===== src/rtl/i2c_gyro_responder.sv =====
// i2c_gyro_responder
//   I2C target that emulates the MPU-6050 register interface, so the gyro I2C
//   master can be exercised in simulation or in board loopback without the
//   physical sensor. Reads are served from a gyro snapshot latched at every
//   START (including repeated START), which keeps each burst read coherent.
//
// Ports
//   clk_in         system clock, at least 16x the SCL frequency
//   rst_in         asynchronous active-high reset
//   scl_in/sda_in  raw bus levels (asynchronous to clk_in)
//   sda_oe_out     1 = pull SDA low, 0 = release
//   gx/gy/gz_in    live gyro samples, two's complement
//   pwr_mgmt_out   PWR_MGMT_1 (0x6B) contents
//   wr_strobe_out  one-cycle pulse per accepted register write
//   wr_addr_out    register address of the last accepted write
//   busy_out       high from an addressed START until STOP
module i2c_gyro_responder #(
  parameter logic [6:0] DEV_ADDR = 7'h68,
  parameter logic [7:0] WHO_AM_I = 8'h68,
  parameter logic [7:0] PWR_RST  = 8'h40
) (
  input  logic               clk_in,
  input  logic               rst_in,
  input  logic               scl_in,
  input  logic               sda_in,
  output logic               sda_oe_out,
  input  logic signed [15:0] gx_in,
  input  logic signed [15:0] gy_in,
  input  logic signed [15:0] gz_in,
  output logic [7:0]         pwr_mgmt_out,
  output logic               wr_strobe_out,
  output logic [7:0]         wr_addr_out,
  output logic               busy_out
);

  typedef enum logic [3:0] {
    IDLE, ADDR, ADDR_ACK, PTR, PTR_ACK, WR_DATA, WR_ACK, RD_DATA, RD_ACK
  } state_t;

  state_t      state, state_nxt;
  logic [3:0]  bit_cnt, cnt_nxt;
  logic [7:0]  ptr, ptr_nxt;
  logic        oe_nxt, busy_nxt, strobe_nxt;
  logic [7:0]  pwr_nxt, wr_addr_nxt;
  logic [7:0]  shreg;
  logic [47:0] snap;

  // Synchronizer stages: _p0/_p1 are the 2-FF synchronizer, _p2 is the
  // previous synchronized level used for edge detection.
  logic scl_p0, scl_p1, scl_p2;
  logic sda_p0, sda_p1, sda_p2;

  logic scl_rise, scl_fall, start_det, stop_det;
  logic byte_done, cnt_state, shift_state, addr_hit;
  logic [2:0] rd_idx;
  logic [7:0] rd_cur, rd_next;

  function automatic logic [7:0] reg_read(input logic [7:0]  a,
                                          input logic [47:0] s,
                                          input logic [7:0]  pwr);
    case (a)
      8'h43:   reg_read = s[47:40];
      8'h44:   reg_read = s[39:32];
      8'h45:   reg_read = s[31:24];
      8'h46:   reg_read = s[23:16];
      8'h47:   reg_read = s[15:8];
      8'h48:   reg_read = s[7:0];
      8'h6B:   reg_read = pwr;
      8'h75:   reg_read = WHO_AM_I;
      default: reg_read = 8'h00;
    endcase
  endfunction

  always_ff @(posedge clk_in or posedge rst_in) begin
    if (rst_in) begin
      scl_p0 <= 1'b1; scl_p1 <= 1'b1; scl_p2 <= 1'b1;
      sda_p0 <= 1'b1; sda_p1 <= 1'b1; sda_p2 <= 1'b1;
    end else begin
      scl_p0 <= scl_in; scl_p1 <= scl_p0; scl_p2 <= scl_p1;
      sda_p0 <= sda_in; sda_p1 <= sda_p0; sda_p2 <= sda_p1;
    end
  end

  assign scl_rise  = scl_p1 & ~scl_p2;
  assign scl_fall  = ~scl_p1 & scl_p2;
  assign start_det = scl_p1 & scl_p2 & sda_p2 & ~sda_p1;
  assign stop_det  = scl_p1 & scl_p2 & ~sda_p2 & sda_p1;

  assign byte_done   = (bit_cnt == 4'd8);
  assign cnt_state   = state inside {ADDR, PTR, WR_DATA, RD_DATA};
  assign shift_state = state inside {ADDR, PTR, WR_DATA};
  assign addr_hit    = (shreg[7:1] == DEV_ADDR);
  assign rd_idx      = 3'd7 - bit_cnt[2:0];
  assign rd_cur      = reg_read(ptr, snap, pwr_mgmt_out);
  assign rd_next     = reg_read(ptr + 8'd1, snap, pwr_mgmt_out);

  // State and control registers
  always_ff @(posedge clk_in or posedge rst_in) begin
    if (rst_in) begin
      state         <= IDLE;
      bit_cnt       <= 4'd0;
      ptr           <= 8'h00;
      sda_oe_out    <= 1'b0;
      pwr_mgmt_out  <= PWR_RST;
      wr_strobe_out <= 1'b0;
      wr_addr_out   <= 8'h00;
      busy_out      <= 1'b0;
    end else begin
      state         <= state_nxt;
      bit_cnt       <= cnt_nxt;
      ptr           <= ptr_nxt;
      sda_oe_out    <= oe_nxt;
      pwr_mgmt_out  <= pwr_nxt;
      wr_strobe_out <= strobe_nxt;
      wr_addr_out   <= wr_addr_nxt;
      busy_out      <= busy_nxt;
    end
  end

  // Data registers: received byte and START-time gyro snapshot
  always_ff @(posedge clk_in) begin
    if (scl_rise && shift_state) shreg <= {shreg[6:0], sda_p1};
    if (start_det) snap <= {gx_in, gy_in, gz_in};
  end

  // Byte phases advance on SCL falling edges so SDA only ever moves while
  // SCL is low; the ACK slot of each byte starts at the fall after bit 8.
  always_comb begin
    state_nxt = state;
    if (start_det) begin
      state_nxt = ADDR;
    end else if (stop_det) begin
      state_nxt = IDLE;
    end else begin
      case (state)
        IDLE:     state_nxt = IDLE;
        ADDR:     if (scl_fall && byte_done) state_nxt = addr_hit ? ADDR_ACK : IDLE;
        ADDR_ACK: if (scl_fall) state_nxt = shreg[0] ? RD_DATA : PTR;
        PTR:      if (scl_fall && byte_done) state_nxt = PTR_ACK;
        PTR_ACK:  if (scl_fall) state_nxt = WR_DATA;
        WR_DATA:  if (scl_fall && byte_done) state_nxt = WR_ACK;
        WR_ACK:   if (scl_fall) state_nxt = WR_DATA;
        RD_DATA:  if (scl_fall && byte_done) state_nxt = RD_ACK;
        RD_ACK: begin
          if (scl_rise && sda_p1) state_nxt = IDLE;
          else if (scl_fall)      state_nxt = RD_DATA;
        end
        default:  state_nxt = IDLE;
      endcase
    end
  end

  always_comb begin
    cnt_nxt     = bit_cnt;
    ptr_nxt     = ptr;
    oe_nxt      = sda_oe_out;
    pwr_nxt     = pwr_mgmt_out;
    strobe_nxt  = 1'b0;
    wr_addr_nxt = wr_addr_out;
    busy_nxt    = busy_out;
    if (start_det) begin
      cnt_nxt = 4'd0;
      oe_nxt  = 1'b0;
    end else if (stop_det) begin
      cnt_nxt  = 4'd0;
      oe_nxt   = 1'b0;
      busy_nxt = 1'b0;
    end else begin
      if (scl_rise && cnt_state) cnt_nxt = bit_cnt + 4'd1;
      case (state)
        ADDR: if (scl_fall && byte_done) begin
          cnt_nxt = 4'd0;
          oe_nxt  = addr_hit;
          if (addr_hit) busy_nxt = 1'b1;
        end
        // A read starts driving its first bit in the same fall that ends the ACK
        ADDR_ACK: if (scl_fall) oe_nxt = shreg[0] ? ~rd_cur[7] : 1'b0;
        PTR: if (scl_fall && byte_done) begin
          cnt_nxt = 4'd0;
          ptr_nxt = shreg;
          oe_nxt  = 1'b1;
        end
        PTR_ACK: if (scl_fall) oe_nxt = 1'b0;
        WR_DATA: if (scl_fall && byte_done) begin
          cnt_nxt     = 4'd0;
          oe_nxt      = 1'b1;
          strobe_nxt  = 1'b1;
          wr_addr_nxt = ptr;
          if (ptr == 8'h6B) pwr_nxt = shreg;
          ptr_nxt     = ptr + 8'd1;
        end
        WR_ACK: if (scl_fall) oe_nxt = 1'b0;
        RD_DATA: if (scl_fall) begin
          if (byte_done) begin
            cnt_nxt = 4'd0;
            oe_nxt  = 1'b0;
          end else begin
            oe_nxt = ~rd_cur[rd_idx];
          end
        end
        // Only reached on a fall after the master ACKed; a NACK leaves on the rise
        RD_ACK: if (scl_fall) begin
          ptr_nxt = ptr + 8'd1;
          oe_nxt  = ~rd_next[7];
        end
        default: ;
      endcase
    end
  end

endmodule


===== config.mk =====
export PLATFORM = sky130hd
export DESIGN_NAME = i2c_gyro_responder
export DESIGN_NICKNAME = d
export VERILOG_FILES = /design/src/rtl/i2c_gyro_responder.sv
export SDC_FILE = /design/constraint.sdc
export NUM_CORES = 1
export LEC_CHECK = 0
export CAP_MARGIN = 20
export CORE_ASPECT_RATIO = 0.7
export CORE_MARGIN = 4
export CORE_UTILIZATION = 44
export CTS_BUF_LIST = sky130_fd_sc_hd__clkbuf_4
export CTS_CLUSTER_SIZE = 14
export DETAILED_ROUTE_END_ITERATION = 10
export PLACE_DENSITY = 0.75
export SLEW_MARGIN = 10
export SYNTH_ARGS = -nofsm -noshare
export SYNTH_HDL_FRONTEND = slang
export SYNTH_SLANG_ARGS = --single-unit

===== constraint.sdc =====
create_clock -name clk_in -period 3 [get_ports clk_in]
set_input_delay 0.3 -clock clk_in [delete_from_list [all_inputs] [get_ports clk_in]]
set_output_delay 0.3 -clock clk_in [all_outputs]
set_load 0.01 [all_outputs]

==> flow_metrics.tcl, run 1 <==
set metrics [dict create \
    cp.required_ns 3.38 \
    synth-compound-area-share 0.161 \
    path_cells "ha_1, buf_4, a22oi_1, a211oi_1, a2111oi_1, a31oi_1, o221ai_1, o311ai_1, nand4_1" \
    status "completed" \
    leakagePower_nw 2.03 \
    postCtsHoldBufs 0 \
    wl_mm 11.3 \
    post_dp_cell_area_sq_mm 0.00550 \
    post-route-period-util 0.914 \
    mostFrequentLayoutCell "clkdlybuf4s50_1" \
    clock-root-buffer "clkbuf_4" \
    cts_buffer_depth 2 \
    clk_pin_slew_worst_paths_ns 0.15 \
    ys_seq_elements 97 \
    cts_sinks 97 \
    synth-simple-area-share 0.149 \
    core_sq_mm 0.0104 \
    slowest_delay_ns 0.70 \
    dp.final_hpwl_mm 8.44 \
    syn_inst 409 \
    path_depth 9 \
    drt_pre_antenna_iters 5 \
    synth_nets 467 \
    power_frac_comb 0.142 \
    fin_area_sq_mm 0.00563 \
    yosysSeqAreaShare 0.574 \
    fin_nets 532 \
    grt_pass1_wl_mm 18.3 \
    p_sw_frac 0.285 \
    crit_path_start_kind "flip-flop" \
    path_delay_family "compound AO/OA/AOI/OAI gates" \
    num_rows 31 \
    syn_to_final_growth_pct 18.9 \
    p_int_mw 1.81 \
    drcViolationCount 0 \
    ioPinCount 71 \
    most-common-layout-cells "70 x clkdlybuf4s50_1, 56 x edfxtp_1, 37 x nand2_1, 34 x dfrtp_1, 27 x a21oi_1" \
    rr_worst_depth 9 \
    critical_path_class "reg2reg" \
    maxCapViolCount 0 \
    finalMaxSlewViolations 0 \
    antenna_left 0 \
    slew_headroom 0.423 \
    preCtsSetupSlack_ns 0.363 \
    cpMaxStageDelayCell "a2111oi_1" \
    synth_top_family_by_area "compound AO/OA/AOI/OAI gates" \
    cts_tree "done" \
    drt_iter0_markers 329 \
    drive_above_1_share 0.113 \
    fin_ws_ns 0.259 \
    vdd_drop_max_v 0.000245 \
    grt_pass1_vias 3478 \
    viasPerCell 5.73 \
    synth-async-reset-ratio 0.423 \
    crit_fanout 16 \
    period_needed_ns 2.74 \
    synth.area.mux_share 0.0399 \
    power.density_mw_per_mm2 449 \
    post_cts_resized 0 \
    fmax_mhz 365 \
    grt_max_degree 42 \
    critical_path_buf_inv_count 1 \
    hold_viol 0 \
    net-switching-power_uw 718 \
    worst_pin_slew_ns 0.865 \
    ys_warn_count 0 \
    syn_area_sq_mm 0.00473 \
    die-area_sq_mm 0.0125 \
    post-cts-setup-buffer-count 0 \
    dr_total_vias 3507 \
    synth_cell_type_count 63 \
    fin_util 0.539 \
    whs_path_depth 1 \
    rsz0062_at_grt "false" \
    synth_edf_count 56 \
    globalplace.congestion 0.906 \
    antenna_found_initial 0 \
    end_kind "flip-flop" \
    synth_xor_area_frac 0.0130 \
    die_w_um 132 \
    setup_tns_ns 0 \
    wl_per_cell_um 18.5 \
    htreeDepth 3 \
    synth_flop_cell "edfxtp_1" \
    seqPwrFrac 0.611 \
    clkPwrFrac 0.247 \
    hp-class "in2reg" \
    start_util 0.453 \
    holdWs_ns 0.233 \
    gr-total-overflow 0 \
    setup_violations 0 \
    grt_use_total 0.187 \
    fp.dieH_um 94.7 \
    portBuffers 70 \
    synth-adder-area-share 0.0159 \
    fill_cells 918 \
    syn_area_per_cell_sq_um 11.6 \
    worstPathArrival_ns 3.12 \
    worst_clock_skew_ns 0.0331 \
    clk_latency_ns 0.46 \
    cts_buffers 9 \
]
-- Yosys cell counts (all sizes together) (2+ instances only) --
| cell | n | area (sq um) |
|---|---|---|
| or3b | 3 | 26.3 |
| mux2 | 15 | 169 |
| nand2 | 38 | 150 |
| o21bai | 4 | 30.0 |
| xor2 | 2 | 17.5 |
| nand2b | 12 | 75.1 |
| dfrtp | 34 | 851 |
| clkbuf | 5 | 18.8 |
| nor2b | 3 | 18.8 |
| nor2 | 26 | 113 |
| a21o | 2 | 15.0 |
| o21ai | 19 | 95.1 |
| nand4 | 5 | 31.3 |
| a22oi | 18 | 135 |
| buf | 18 | 134 |
| nand3 | 13 | 65.1 |
| o211ai | 3 | 27.5 |
| or4b | 2 | 20.0 |
| nor4 | 5 | 31.3 |
| and3 | 3 | 18.8 |
| a32o | 2 | 20.0 |
| a2111oi | 2 | 18.8 |
| or3 | 2 | 12.5 |
| o22ai | 2 | 12.5 |
| dfstp | 7 | 184 |
| inv | 18 | 67.6 |
| a211oi | 8 | 60.1 |
| a221oi | 3 | 26.3 |
| a21oi | 29 | 153 |
| mux2i | 2 | 20.0 |
| ha | 6 | 75.1 |
| a31oi | 9 | 71.3 |
| nor3 | 11 | 66.3 |
| o31ai | 2 | 20.0 |
| xnor2 | 5 | 43.8 |
| o311ai | 2 | 17.5 |
| o221ai | 2 | 17.5 |
| edfxtp | 56 | 1680 |
-- metal layers --
| layer | GRT usage | part of all wire | routed length (um) |
|---|---|---|---|
| met4 | 0.0385 | 0.0086 | 97 |
| met5 | 0 | 0 | 0 |
| met3 | 0.0527 | 0.081 | 915 |
| met2 | 0.285 | 0.44 | 4980 |
| met1 | 0.268 | 0.47 | 5310 |
-- state kept, by name, summed over array words and instances, names as in the netlist, 4 cells and up --
signal        count
bit_cnt           4
ptr               8
pwr_mgmt_out      8
shreg             8
snap             48
state             4
wr_addr_out       8
-- cell families (layout without fill, tap and decap cells) --
| group | after synthesis | count (layout) |
|---|---|---|
| xor+xnor | 7 | 7 |
| flops | 97 | 97 |
| fa+ha+maj | 6 | 6 |
| simple gates | 130 | 130 |
| mux | 17 | 17 |
| compound gates | 111 | 111 |
| other cells | 0 | 1 |
| buf+inv | 41 | 111 |
-- power by group through the flow --
| stage | Combinational, mW | Sequential (mW) | Clock (mW) |
|---|---|---|---|
| floorplan | 0.245 | 1.53 | 0 |
| global placement | 0.343 | 1.57 | 0 |
| detailed placement | 0.350 | 1.57 | 0 |
| CTS | 0.352 | 1.54 | 0.648 |
| global route | 0.398 | 1.55 | 0.696 |
| finish | 0.357 | 1.54 | 0.624 |
-- final cells by class --
cell class	count	area, sq um	share of cell area
Inverter	18	67.6	0.0120
Tap cell	132	165	0.0294
Timing Repair Buffer	77	753	0.134
Clock inverter	7	52.6	0.00934
Antenna cell	1	2.50	0.000445
Clock buffer	9	67.6	0.0120
Sequential cell	97	2720	0.483
Multi-Input combinational cell	271	1800	0.320
-- worst paths after layout --
kind                       slack [ns]             end    from
setup / recovery                 0.26      sda_oe_out  ptr[0]
hold / removal                   0.23          sda_p0  sda_in
setup reg to reg                 0.26      sda_oe_out  ptr[0]
hold reg to reg                  0.37          sda_p1  sda_p0
max in group asynchronous        2.33          scl_p2  rst_in
min in group asynchronous        0.24  wr_addr_out[3]  rst_in
-- per-stage QoR --
step / power, mW / instances
after floorplan: 1.77 / 409
after global routing: 2.65 / 611
after global placement: 1.91 / 595
after CTS: 2.54 / 611
after detailed placement: 1.92 / 595
final: 2.52 / 612
No activity file was read; power rests on OpenSTA's default activity.
==> run 2: changes to the inputs <==
Settings changed: CORE_UTILIZATION 44 to 40, PLACE_DENSITY 0.75 to 0.69.
Clock period 3 ns to 2.47 ns, I/O delays scaled along.
==> flow_metrics.tcl, run 2 (synthesis gave the netlist of run 1 again) <==
set metrics [dict create \
    multiInputGateArea_sq_mm 0.00181 \
    fp.dieH_um 99.0 \
    vdd_drop_max_v 0.000249 \
    path_cells "and3_1, nor2_2, a31oi_4, o31ai_2, o211ai_1, or4b_1, nand4_1" \
    grt_use_total 0.177 \
    finalMaxSlewViolations 0 \
    holdWs_ns 0.180 \
    fmax_mhz 427 \
    die-area_sq_mm 0.0137 \
    fill_cells 1004 \
    cp.required_ns 2.88 \
    slowest_delay_ns 0.64 \
    drt_pre_antenna_iters 5 \
    largest_reg_flops 48 \
    ioPinCount 71 \
    min_from "sda_in" \
    end_kind "flip-flop" \
    startpoint "ptr[2]" \
    period_needed_ns 2.34 \
    dp.final_hpwl_mm 8.76 \
    fin_ws_ns 0.128 \
    grt_pass1_vias 3478 \
    viasPerCell 5.63 \
    worst_pin_slew_ns 0.615 \
    wl_mm 11.9 \
    cts_buffer_depth 2 \
    crit_path_start_kind "flip-flop" \
    wl_per_cell_um 18.3 \
    crit_fanout 11 \
    power.density_mw_per_mm2 547 \
    most-common-layout-cells "70 x clkdlybuf4s50_1, 56 x edfxtp_1, 37 x nand2_1, 32 x dfrtp_1, 27 x a21oi_1" \
    finalNonFillerCells 649 \
    cts_buffers 9 \
    postCtsHoldBufs 0 \
    cpMaxStageDelayCell "dfrtp_1" \
    worstPathArrival_ns 2.75 \
    clk_latency_ns 0.47 \
    leakagePower_nw 2.14 \
    setup_tns_ns 0 \
    r2r_setup_slack_ns 0.13 \
    antenna_left 0 \
    whs_path_depth 1 \
    hold_viol 0 \
    mostFrequentLayoutCell "clkdlybuf4s50_1" \
    regMostFlops "snap" \
    grt_max_degree 50 \
    portBuffers 70 \
    worst_clock_skew_ns 0.0170 \
    hp-class "in2reg" \
    core_sq_mm 0.0113 \
    drt_iter0_markers 331 \
    rr_endpoint "sda_oe_out" \
    clk_pin_slew_worst_paths_ns 0.16 \
    num_rows 32 \
    grt_pass1_wl_mm 18.6 \
    syn_to_final_growth_pct 22.8 \
    placedCellCount 632 \
    fin_nets 549 \
    slew_headroom 0.590 \
    setup_violations 0 \
    cts_sinks 97 \
    rr_startpoint "ptr[2]" \
    hold_path_end "sda_p0" \
    globalplace.congestion 0.944 \
    htreeDepth 3 \
    drcViolationCount 0 \
    regArea_sq_mm 0.00272 \
    start_util 0.419 \
    maxCapViolCount 0 \
    post-route-period-util 0.948 \
    die_w_um 138 \
    gr-total-overflow 0 \
    finalPower_mw 3.18 \
    drive_above_1_share 0.151 \
    status "completed" \
    clock-root-buffer "clkbuf_4" \
    antenna_cells 0 \
    antenna_found_initial 0 \
    rr_worst_depth 7 \
    dr_total_vias 3656 \
    critical_path_class "reg2reg" \
    preCtsSetupSlack_ns 0.0917 \
    cts_tree "done" \
]
==> run 2: cell count changes in the layout (fill, tap and decap cells not counted), moves of 2 or more <==
cell        previous run  this run
clkinvlp_4             3         0
buf_4                  7        23
inv_6                  1         4
dfrtp_1               34        32
dfrtp_2                0         2
==> run 2: worst max-delay path by stage <==
stage | endpoint | slack, ns | cells past startpoint
after floorplan | snap[0] | 0.14 | 2
after global placement | sda_oe_out | 0.16 | 10
after detailed placement | sda_oe_out | 0.09 | 10
after CTS | sda_oe_out | 0.05 | 10
after global routing | sda_oe_out | -0.008 | 10
final | sda_oe_out | 0.13 | 7
==> run 2: critical path, delay by kind of cell (launching register included) <==
| kind | cells | cell delay, ns |
|---|---|---|
| AOI/OAI and AO/OA | 3 | 0.53 |
| and+or+nand+nor | 4 | 1.13 |
| DFF | 1 | 0.64 |
==> run 2: final cells by class <==
cell class / instances / share of cell area
multi-input cells: 271 / 0.312
repair buffers: 94 / 0.154
clock buffers: 9 / 0.0116
inverters: 18 / 0.0116
well taps: 153 / 0.0330
flip-flops and latches: 97 / 0.468
clock inverters: 7 / 0.0103
==> run 2: layer usage <==
metal / GRT usage / up-vias / part of all wire / routed length [um]
met5: 0 / - / 0 / 0
met4: 0.0440 / 0 / 0.011 / 134
met3: 0.0459 / 17 / 0.079 / 943
met2: 0.245 / 164 / 0.43 / 5140
met1: 0.274 / 1780 / 0.48 / 5640
li1: - / 1695 / - / -
==> run 2: power breakdown <==
| group | internal, mW | switching, mW |
|---|---|---|
| Combinational | 0.243 | 0.266 |
| Clock | 0.229 | 0.586 |
| Sequential | 1.78 | 0.0673 |
==> run 2: timing repair <==
action,in CTS,in global routing
endpoints found under the setup margin,0,1
buffers inserted,0,1
resized for setup,0,4
==> run 2: per-stage QoR <==
stage                      util  area [sq um]
after global routing      0.514          5810
after CTS                 0.513          5790
after detailed placement  0.501          5660
after global placement    0.501          5660
after floorplan               -          4730
final                     0.514          5810
